[src/rtl/rv32i_types.sv]
// rtl/rv32i_types.sv - shared types for the rv32i memory hierarchy
package rv32i_types;

    localparam int unsigned ARB_ADDR_W = 32;
    localparam int unsigned ARB_LINE_W = 256;
    localparam int unsigned ARB_CNT_W  = 32;

    typedef enum logic [1:0] {
        IDLE    = 2'd0,
        SERVE_I = 2'd1,
        SERVE_D = 2'd2
    } arb_state_t;

    typedef enum logic {
        GRANT_I = 1'b0,
        GRANT_D = 1'b1
    } arb_grant_t;

endpackage

[src/rtl/rr_pick2.sv]
// rtl/rr_pick2.sv - combinational two-way round-robin pick
module rr_pick2
    import rv32i_types::*;
(
    input  logic       req_i,
    input  logic       req_d,
    input  arb_grant_t last_grant,
    output arb_grant_t grant
);

    // On a tie the side that did not win last time goes next.
    always_comb begin
        grant = GRANT_I;
        if (req_i && req_d) begin
            grant = (last_grant == GRANT_I) ? GRANT_D : GRANT_I;
        end else if (req_d) begin
            grant = GRANT_D;
        end
    end

endmodule

[src/rtl/cache_arbiter.sv]
// rtl/cache_arbiter.sv - shares one pmem port between I-cache and D-cache
module cache_arbiter
    import rv32i_types::*;
#(
    parameter int unsigned ADDR_W = ARB_ADDR_W,
    parameter int unsigned LINE_W = ARB_LINE_W,
    parameter int unsigned CNT_W  = ARB_CNT_W
) (
    input  logic              clk,
    input  logic              rst_n,
    input  logic              i_read,
    input  logic [ADDR_W-1:0] i_address,
    output logic              i_resp,
    output logic [LINE_W-1:0] i_rdata,
    input  logic              d_read,
    input  logic              d_write,
    input  logic [ADDR_W-1:0] d_address,
    input  logic [LINE_W-1:0] d_wdata,
    output logic              d_resp,
    output logic [LINE_W-1:0] d_rdata,
    output logic              pmem_read,
    output logic              pmem_write,
    output logic [ADDR_W-1:0] pmem_address,
    output logic [LINE_W-1:0] pmem_wdata,
    input  logic [LINE_W-1:0] pmem_rdata,
    input  logic              pmem_resp,
    output logic [CNT_W-1:0]  i_grant_cnt,
    output logic [CNT_W-1:0]  d_grant_cnt
);

    arb_state_t state;
    arb_state_t state_next;
    arb_grant_t last_grant;
    arb_grant_t pick;
    logic       req_i;
    logic       req_d;
    logic       done_i;
    logic       done_d;

    assign req_i = i_read;
    assign req_d = d_read | d_write;

    rr_pick2 u_pick (
        .req_i      (req_i),
        .req_d      (req_d),
        .last_grant (last_grant),
        .grant      (pick)
    );

    assign done_i = (state == SERVE_I) && pmem_resp;
    assign done_d = (state == SERVE_D) && pmem_resp;

    // A granted side withdrawing its request early also returns to IDLE, without credit.
    always_comb begin
        state_next = state;
        case (state)
            IDLE: begin
                if (req_i || req_d) begin
                    state_next = (pick == GRANT_D) ? SERVE_D : SERVE_I;
                end
            end
            SERVE_I: begin
                if (pmem_resp || !req_i) begin
                    state_next = IDLE;
                end
            end
            SERVE_D: begin
                if (pmem_resp || !req_d) begin
                    state_next = IDLE;
                end
            end
            default: state_next = IDLE;
        endcase
    end

    always_ff @(posedge clk or negedge rst_n) begin
        if (!rst_n) begin
            state       <= IDLE;
            last_grant  <= GRANT_I;
            i_grant_cnt <= '0;
            d_grant_cnt <= '0;
        end else begin
            state <= state_next;
            if (done_i) begin
                last_grant  <= GRANT_I;
                i_grant_cnt <= i_grant_cnt + CNT_W'(1);
            end
            if (done_d) begin
                last_grant  <= GRANT_D;
                d_grant_cnt <= d_grant_cnt + CNT_W'(1);
            end
        end
    end

    // Strobes fall in the response cycle so memory never sees a second request.
    always_comb begin
        pmem_read    = 1'b0;
        pmem_write   = 1'b0;
        pmem_address = '0;
        pmem_wdata   = '0;
        i_resp       = 1'b0;
        d_resp       = 1'b0;
        case (state)
            SERVE_I: begin
                pmem_read    = i_read & ~pmem_resp;
                pmem_address = i_address;
                i_resp       = pmem_resp;
            end
            SERVE_D: begin
                pmem_read    = d_read & ~pmem_resp;
                pmem_write   = d_write & ~pmem_resp;
                pmem_address = d_address;
                pmem_wdata   = d_wdata;
                d_resp       = pmem_resp;
            end
            default: ;
        endcase
    end

    assign i_rdata = pmem_rdata;
    assign d_rdata = pmem_rdata;

endmodule

[config.mk]
export PLATFORM = sky130hd
export DESIGN_NAME = cache_arbiter
export DESIGN_NICKNAME = d
export VERILOG_FILES = /design/src/rtl/rv32i_types.sv /design/src/rtl/rr_pick2.sv /design/src/rtl/cache_arbiter.sv
export SDC_FILE = /design/constraint.sdc
export NUM_CORES = 1
export LEC_CHECK = 0
export BUFFER_PORTS_ARGS = -buffer_cell sky130_fd_sc_hd__buf_2
export CORE_AREA = 2 2 559 561
export DETAILED_ROUTE_END_ITERATION = 8
export DIE_AREA = 0 0 561 563
export PLACE_DENSITY = 0.3
export SLEW_MARGIN = 5
export SYNTH_ARGS = -nofsm -noshare
export SYNTH_HDL_FRONTEND = slang
export SYNTH_SLANG_ARGS = --single-unit
[constraint.sdc]
create_clock -name clk -period 5.5 [get_ports clk]
set_clock_uncertainty 0.05 [all_clocks]
set_input_delay 1.1 -clock clk [delete_from_list [all_inputs] [get_ports clk]]
set_output_delay 1.1 -clock clk [all_outputs]
set_load 0.02 [all_outputs]
==> metrics.cfg, run 1 <==
[timing]
hold_viol = 0
min_period_ps = 4120
slew_violations = 0
final.setup.tns_ps = 0
setup_viol = 0
fin_crit_sh = 0.748
worst_pin_slew_ps = 997
max-slew-margin-rel = 0.335
fmax_mhz = 243
rsz0062_at_grt = no

[logic_synthesis]
synthCells = 1158
synthArstFlopShare = 1.00
syn_area_per_cell_um2 = 7.97
ys_ff_latch = 67
synthFlopType = dfrtp_1
ys_warn_count = 0
syn_nets = 1745
ys_seq_area_frac = 0.182
synth.distinct_cells = 33
synth_edf_count = 0
synth_area_um2 = 9230

[clock_tree]
cts_made_buffers = 9
cts_tree = done
cts_root_buffer = clkbuf_16
cts.sinks = 67
clock_latency_ps = 400
clk_pin_slew_ps = 70
post-cts-setup-buffers = 0
cts_resized = 0
clk_path_buf_depth = 2
cts_hold_buf = 0
htree_levels = 3

[worst_setup_path]
cp.arrival_ps = 2970
timing.rr.end = d_grant_cnt[19]$_DFFE_PN0P_
crit_fanout = 76
reg2reg_depth = 7
crit_required_ps = 4350
r2r-start = state[0]$_DFFE_PN0P_
critPathCaptureType = output port
crit_path_start_kind = register
critPathKind = register to output port
ff2ff_setup_slack_ps = 1950

[route]
drtAntennaViolNets = 0
routedWlPerCell_um = 39.8
drtPass1Iterations = 4
drtIter0Drc = 590
dr_wl_met2_um = 89500
wl_met1_um = 66300
vias_per_cell = 1.75
met3_length_um = 55300
wirelength_um = 217000
top_layer = met5
drc = 0
via_count = 9549

[place]
place_congestion = 0.970
hpwl_um = 207000
placed_area_um2 = 13900
port_buffers = 681

[hold_path]
hold_depth = 1
hp-start = i_grant_cnt[31]$_DFFE_PN0P_
hold_path_end = i_grant_cnt[31]$_DFFE_PN0P_
hold_path.class = register to register

[die]
core_um2 = 310000
pin_count = 1450
die_area_um2 = 316000
die_w_um = 561
initial_core_util = 0.0297
die_y_um = 563
fp-row-count = 205

[power]
comb_power_share = 0.759
p_seq_frac = 0.119
leakage_nw = 5.69
switching_share = 0.637
powerDensity_nw_per_um2 = 357
p_int_w = 0.00184
p_clk_frac = 0.123
ir_drop_mv = 0.247
p_sw_w = 0.00324

[global_route]
grt_max_degree = 77
grt_usage = 0.132
antenna_found_initial = 148
grt_overflow = 0
grt_pass1_wl_um = 240000
grt_pass1_vias = 9486

[job]
maxCapViolations = 0

[cells_and_area]
final_common_cell = buf_2
fin_area_um2 = 14200
areaGrowthSynthToFinish_pct = 54.2
drive_gt1_frac = 0.550
final_cell_mix = 680 x buf_2, 261 x and2_1, 67 x dfrtp_1
num-nets-final = 1887

[status]
status = completed

## final cells by class
class                      count  area [um2]
fill                       37200      296000
tap                         4140        5180
multi-input combinational    524        3520
timing repair buffer         689        3500
sequential                    67        1680
clock buffer                  10         239
clock inverter                 6        48.8
antenna                       15        37.5
inverter                       9        33.8
## metrics by stage
stage	cells	util	hold WS, ps	total power (W)	worst slack [ps]
detailed placement	5429	0.0448	423	0.00459	1630
floorplan	1158	-	415	0.00284	2500
finish	5460	0.0459	425	0.00508	1380
global route	5446	0.0457	459	0.00532	1170
CTS	5445	0.0457	433	0.00526	1170
global placement	5429	0.0448	427	0.00465	1620
## kinds of logic (layout without fill, tap and decap cells)
logic type	Yosys count	in the layout	synth area share
xor gates and xnor gates	62	62	0.0588
muxes	3	3	0.00352
and+or+nand+nor	414	414	0.279
AOI/OAI and AO/OA	40	40	0.0309
adders and majority gates	5	5	0.00678
buffers and inverters	567	714	0.440
other	0	15	0
DFF	67	67	0.182
## flip-flops by register name (all words and copies together) (netlist names)
name and cells:
last_grant 1, d_grant_cnt 32, i_grant_cnt 32, state 2
## synth_stat cells (3+ instances only)
cell type,instances,area share
and3_1,11,0.0075
nor2b_1,32,0.022
nor3b_1,4,0.0033
nand4_1,15,0.010
nor4_1,10,0.0068
nand3_1,22,0.012
ha_1,5,0.0068
a22oi_1,32,0.026
inv_1,9,0.0037
nand2_1,27,0.011
a21oi_1,3,0.0016
buf_4,514,0.42
and2_1,261,0.18
clkbuf_1,40,0.016
and4_1,7,0.0066
nor2_1,7,0.0028
xor2_1,29,0.028
nor3_1,6,0.0033
dfrtp_1,67,0.18
xnor2_1,33,0.031
nor4_2,5,0.0068
## worst max-delay path by stage
stage                    startpoint                to  slack, ps  depth (start not counted)
3_3_place_gp   state[0]$_DFFE_PN0P_  pmem_address[21]       1620                          6
6_report       state[0]$_DFFE_PN0P_  pmem_address[21]       1380                          6
4_1_cts        state[0]$_DFFE_PN0P_  pmem_address[21]       1170                          6
2_1_floorplan  state[0]$_DFFE_PN0P_         pmem_read       2500                          6
3_5_place_dp   state[0]$_DFFE_PN0P_  pmem_address[21]       1630                          6
5_1_grt        state[0]$_DFFE_PN0P_  pmem_address[21]       1170                          6
## routing by layer
metal	vias to the layer above	global-route usage
li1	3448	-
met1	4344	0.119
met5	-	0.00346
met4	12	0.0332
met2	1441	0.194
met3	304	0.151
## critical path, stage by stage (launching register included)
cell and delay (ps):
dfrtp_1 410, inv_1 160, ha_4 580, buf_12 370, a22oi_1 410, nor2b_1 320
buf_2 210
## power by group through the flow
stage	clock (W)	combinational (W)	sequential, W
floorplan	0	0.00221	0.000627
global placement	0	0.00404	0.000616
detailed placement	0	0.00398	0.000614
CTS	0.000666	0.00399	0.000604
global route	0.000669	0.00404	0.000610
finish	0.000623	0.00386	0.000603
Power figures use the tool's default switching activity.
==> run 2, diff against run 1 <==
CORE_AREA = 2 2 572 574   (was 2 2 559 561)
DIE_AREA = 0 0 574 576   (was 0 0 561 563)
clock period = 3.6 ns   (was 5.5 ns; I/O delays follow)
==> metrics.cfg, run 2 (synthesis results as in run 1) <==
[clock_tree]
cts.sinks = 67  ; unchanged
post-cts-setup-buffers = 0  ; unchanged
htree_levels = 3  ; unchanged
cts_tree = done  ; unchanged
clk_pin_slew_ps = 90  ; was 70 ps
clk_path_buf_depth = 2  ; unchanged
cts_root_buffer = clkbuf_16  ; unchanged
cts_hold_buf = 0  ; unchanged
clock_latency_ps = 410  ; was 400 ps
cts_made_buffers = 9  ; unchanged

[timing]
setup_viol = 0  ; unchanged
hold_viol = 0  ; unchanged
fmax_mhz = 292
fin_crit_sh = 0.952
min_period_ps = 3430
slew_violations = 0  ; unchanged
max-slew-margin-rel = 0.198  ; was 0.335
final.setup.tns_ps = 0  ; unchanged
rsz0062_at_grt = no  ; unchanged
worst_pin_slew_ps = 1200  ; was 997 ps

[die]
fp-row-count = 210  ; was 205
core_um2 = 325000  ; was 310000 um2
die_w_um = 574  ; was 561 um
die_area_um2 = 331000  ; was 316000 um2
pin_count = 1450  ; unchanged
initial_core_util = 0.0284  ; was 0.0297
die_y_um = 576  ; was 563 um

[place]
hpwl_um = 212000  ; was 207000 um
dp_cells = 5649  ; was 5429
port_buffers = 681  ; unchanged
place_congestion = 1.02  ; was 0.970

[power]
powerDensity_nw_per_um2 = 524  ; was 357 nW/um2
leakage_nw = 5.78  ; was 5.69 nW
ir_drop_mv = 0.306  ; was 0.247 mV

[cells_and_area]
regArea_um2 = 1680  ; unchanged
num-nets-final = 1901  ; was 1887
drive_gt1_frac = 0.556  ; was 0.550
multi_input_area_um2 = 3530  ; was 3520 um2
final_common_cell = buf_2  ; unchanged
areaGrowthSynthToFinish_pct = 62.4  ; was 54.2%
final_cell_mix = 680 x buf_2, 261 x and2_1, 67 x dfrtp_1  ; unchanged
stdcell_count = 5818  ; was 5460
reg.largest.list = d_grant_cnt: 32 flops, i_grant_cnt: 32 flops, state: 2 flops  ; unchanged
nFillCells = 39100  ; was 37200

[route]
drtIter0Drc = 549  ; was 590
top_layer = met5  ; unchanged
met3_length_um = 56500  ; was 55300 um
drc = 0  ; unchanged
wirelength_um = 222000  ; was 217000 um
vias_per_cell = 1.71  ; was 1.75
drtPass1Iterations = 5  ; was 4
dr_wl_met2_um = 88300  ; was 89500 um
wl_met1_um = 69100  ; was 66300 um
drtAntennaViolNets = 0  ; unchanged
routedWlPerCell_um = 38.1  ; was 39.8 um
via_count = 9920  ; was 9549

[worst_setup_path]
worst-path-buf-inv = 3  ; unchanged
critical-path-top-delay-family = compound AO/OA/AOI/OAI gates  ; was buffers and inverters
critPathKind = register to output port  ; unchanged
reg2reg_depth = 6  ; was 7
crit_path_start_kind = register  ; unchanged
ff2ff_setup_slack_ps = 1090  ; was 1950 ps
crit_required_ps = 2830  ; was 4350 ps
cp.arrival_ps = 2660  ; was 2970 ps
critPathCaptureType = output port  ; unchanged
critPathSlowestCell = a22oi_1  ; was ha_4
crit_path_cell_trace = inv_1, ha_2, buf_4, a22oi_1, nor2b_1, buf_2  ; was inv_1, ha_4, buf_12, a22oi_1, nor2b_1, buf_2
crit_cells = 6  ; unchanged
cpPeakStageDelay_ps = 960  ; was 580 ps
crit_fanout = 10  ; was 76

[global_route]
grt_overflow = 0  ; unchanged
grt_max_degree = 86  ; was 77
grt_usage = 0.129  ; was 0.132
grt_pass1_vias = 9468  ; was 9486
grt_pass1_wl_um = 245000  ; was 240000 um
antenna_found_initial = 171  ; was 148

[job]
maxCapViolations = 0  ; unchanged

[hold_path]
hold_path.class = primary input to async pin  ; was register to register

[status]
status = completed  ; unchanged

==> run 2: repair_timing <==
action,CTS,global route
resized for setup,1,1
endpoints found under the hold margin,0,0
setup endpoints to repair,2,1
==> run 2: through the flow <==
step / hold slack, ps / area (um2) / util / total power [W] / setup slack [ps]
floorplan: 374 / 9230 / - / 0.00434 / 983
global placement: 407 / 14300 / 0.0439 / 0.00709 / 341
detailed placement: 409 / 14300 / 0.0439 / 0.00705 / 319
CTS: 283 / 14600 / 0.0449 / 0.00819 / 29.1
global route: 311 / 14800 / 0.0454 / 0.00830 / 35.1
finish: 284 / 15000 / 0.0461 / 0.00785 / 172
==> run 2: per-layer routing <==
layer / vias up / track usage
met1: 4420 / 0.116
met3: 383 / 0.153
met4: 26 / 0.0464
met5: - / 0.00674
met2: 1462 / 0.178
li1: 3629 / -
==> run 2: final timing paths <==
kind / start / endpoint
max reg2reg: state[0]$_DFFE_PN0P_ / d_grant_cnt[16]$_DFFE_PN0P_
max: state[1]$_DFFE_PN0P_ / pmem_address[7]
min in group clk: i_grant_cnt[31]$_DFFE_PN0P_ / i_grant_cnt[31]$_DFFE_PN0P_
max in group asynchronous: rst_n / d_grant_cnt[30]$_DFFE_PN0P_
min: rst_n / i_grant_cnt[15]$_DFFE_PN0P_
min reg2reg: i_grant_cnt[31]$_DFFE_PN0P_ / i_grant_cnt[31]$_DFFE_PN0P_
==> run 2: power by group <==
group	switching (W)	internal, W
Combinational	0.00428	0.00160
Sequential	0.000101	0.000818
Clock	0.000503	0.000550
==> run 2: layout make-up <==
type | count | share of cell area
clock buffers | 9 | 0.0150
multi-input cells | 524 | 0.235
diodes | 153 | 0.0255
flip-flops and latches | 67 | 0.112
repair buffers | 703 | 0.242
well taps | 4346 | 0.363
inverters | 9 | 0.00225
clock inverters | 7 | 0.00551
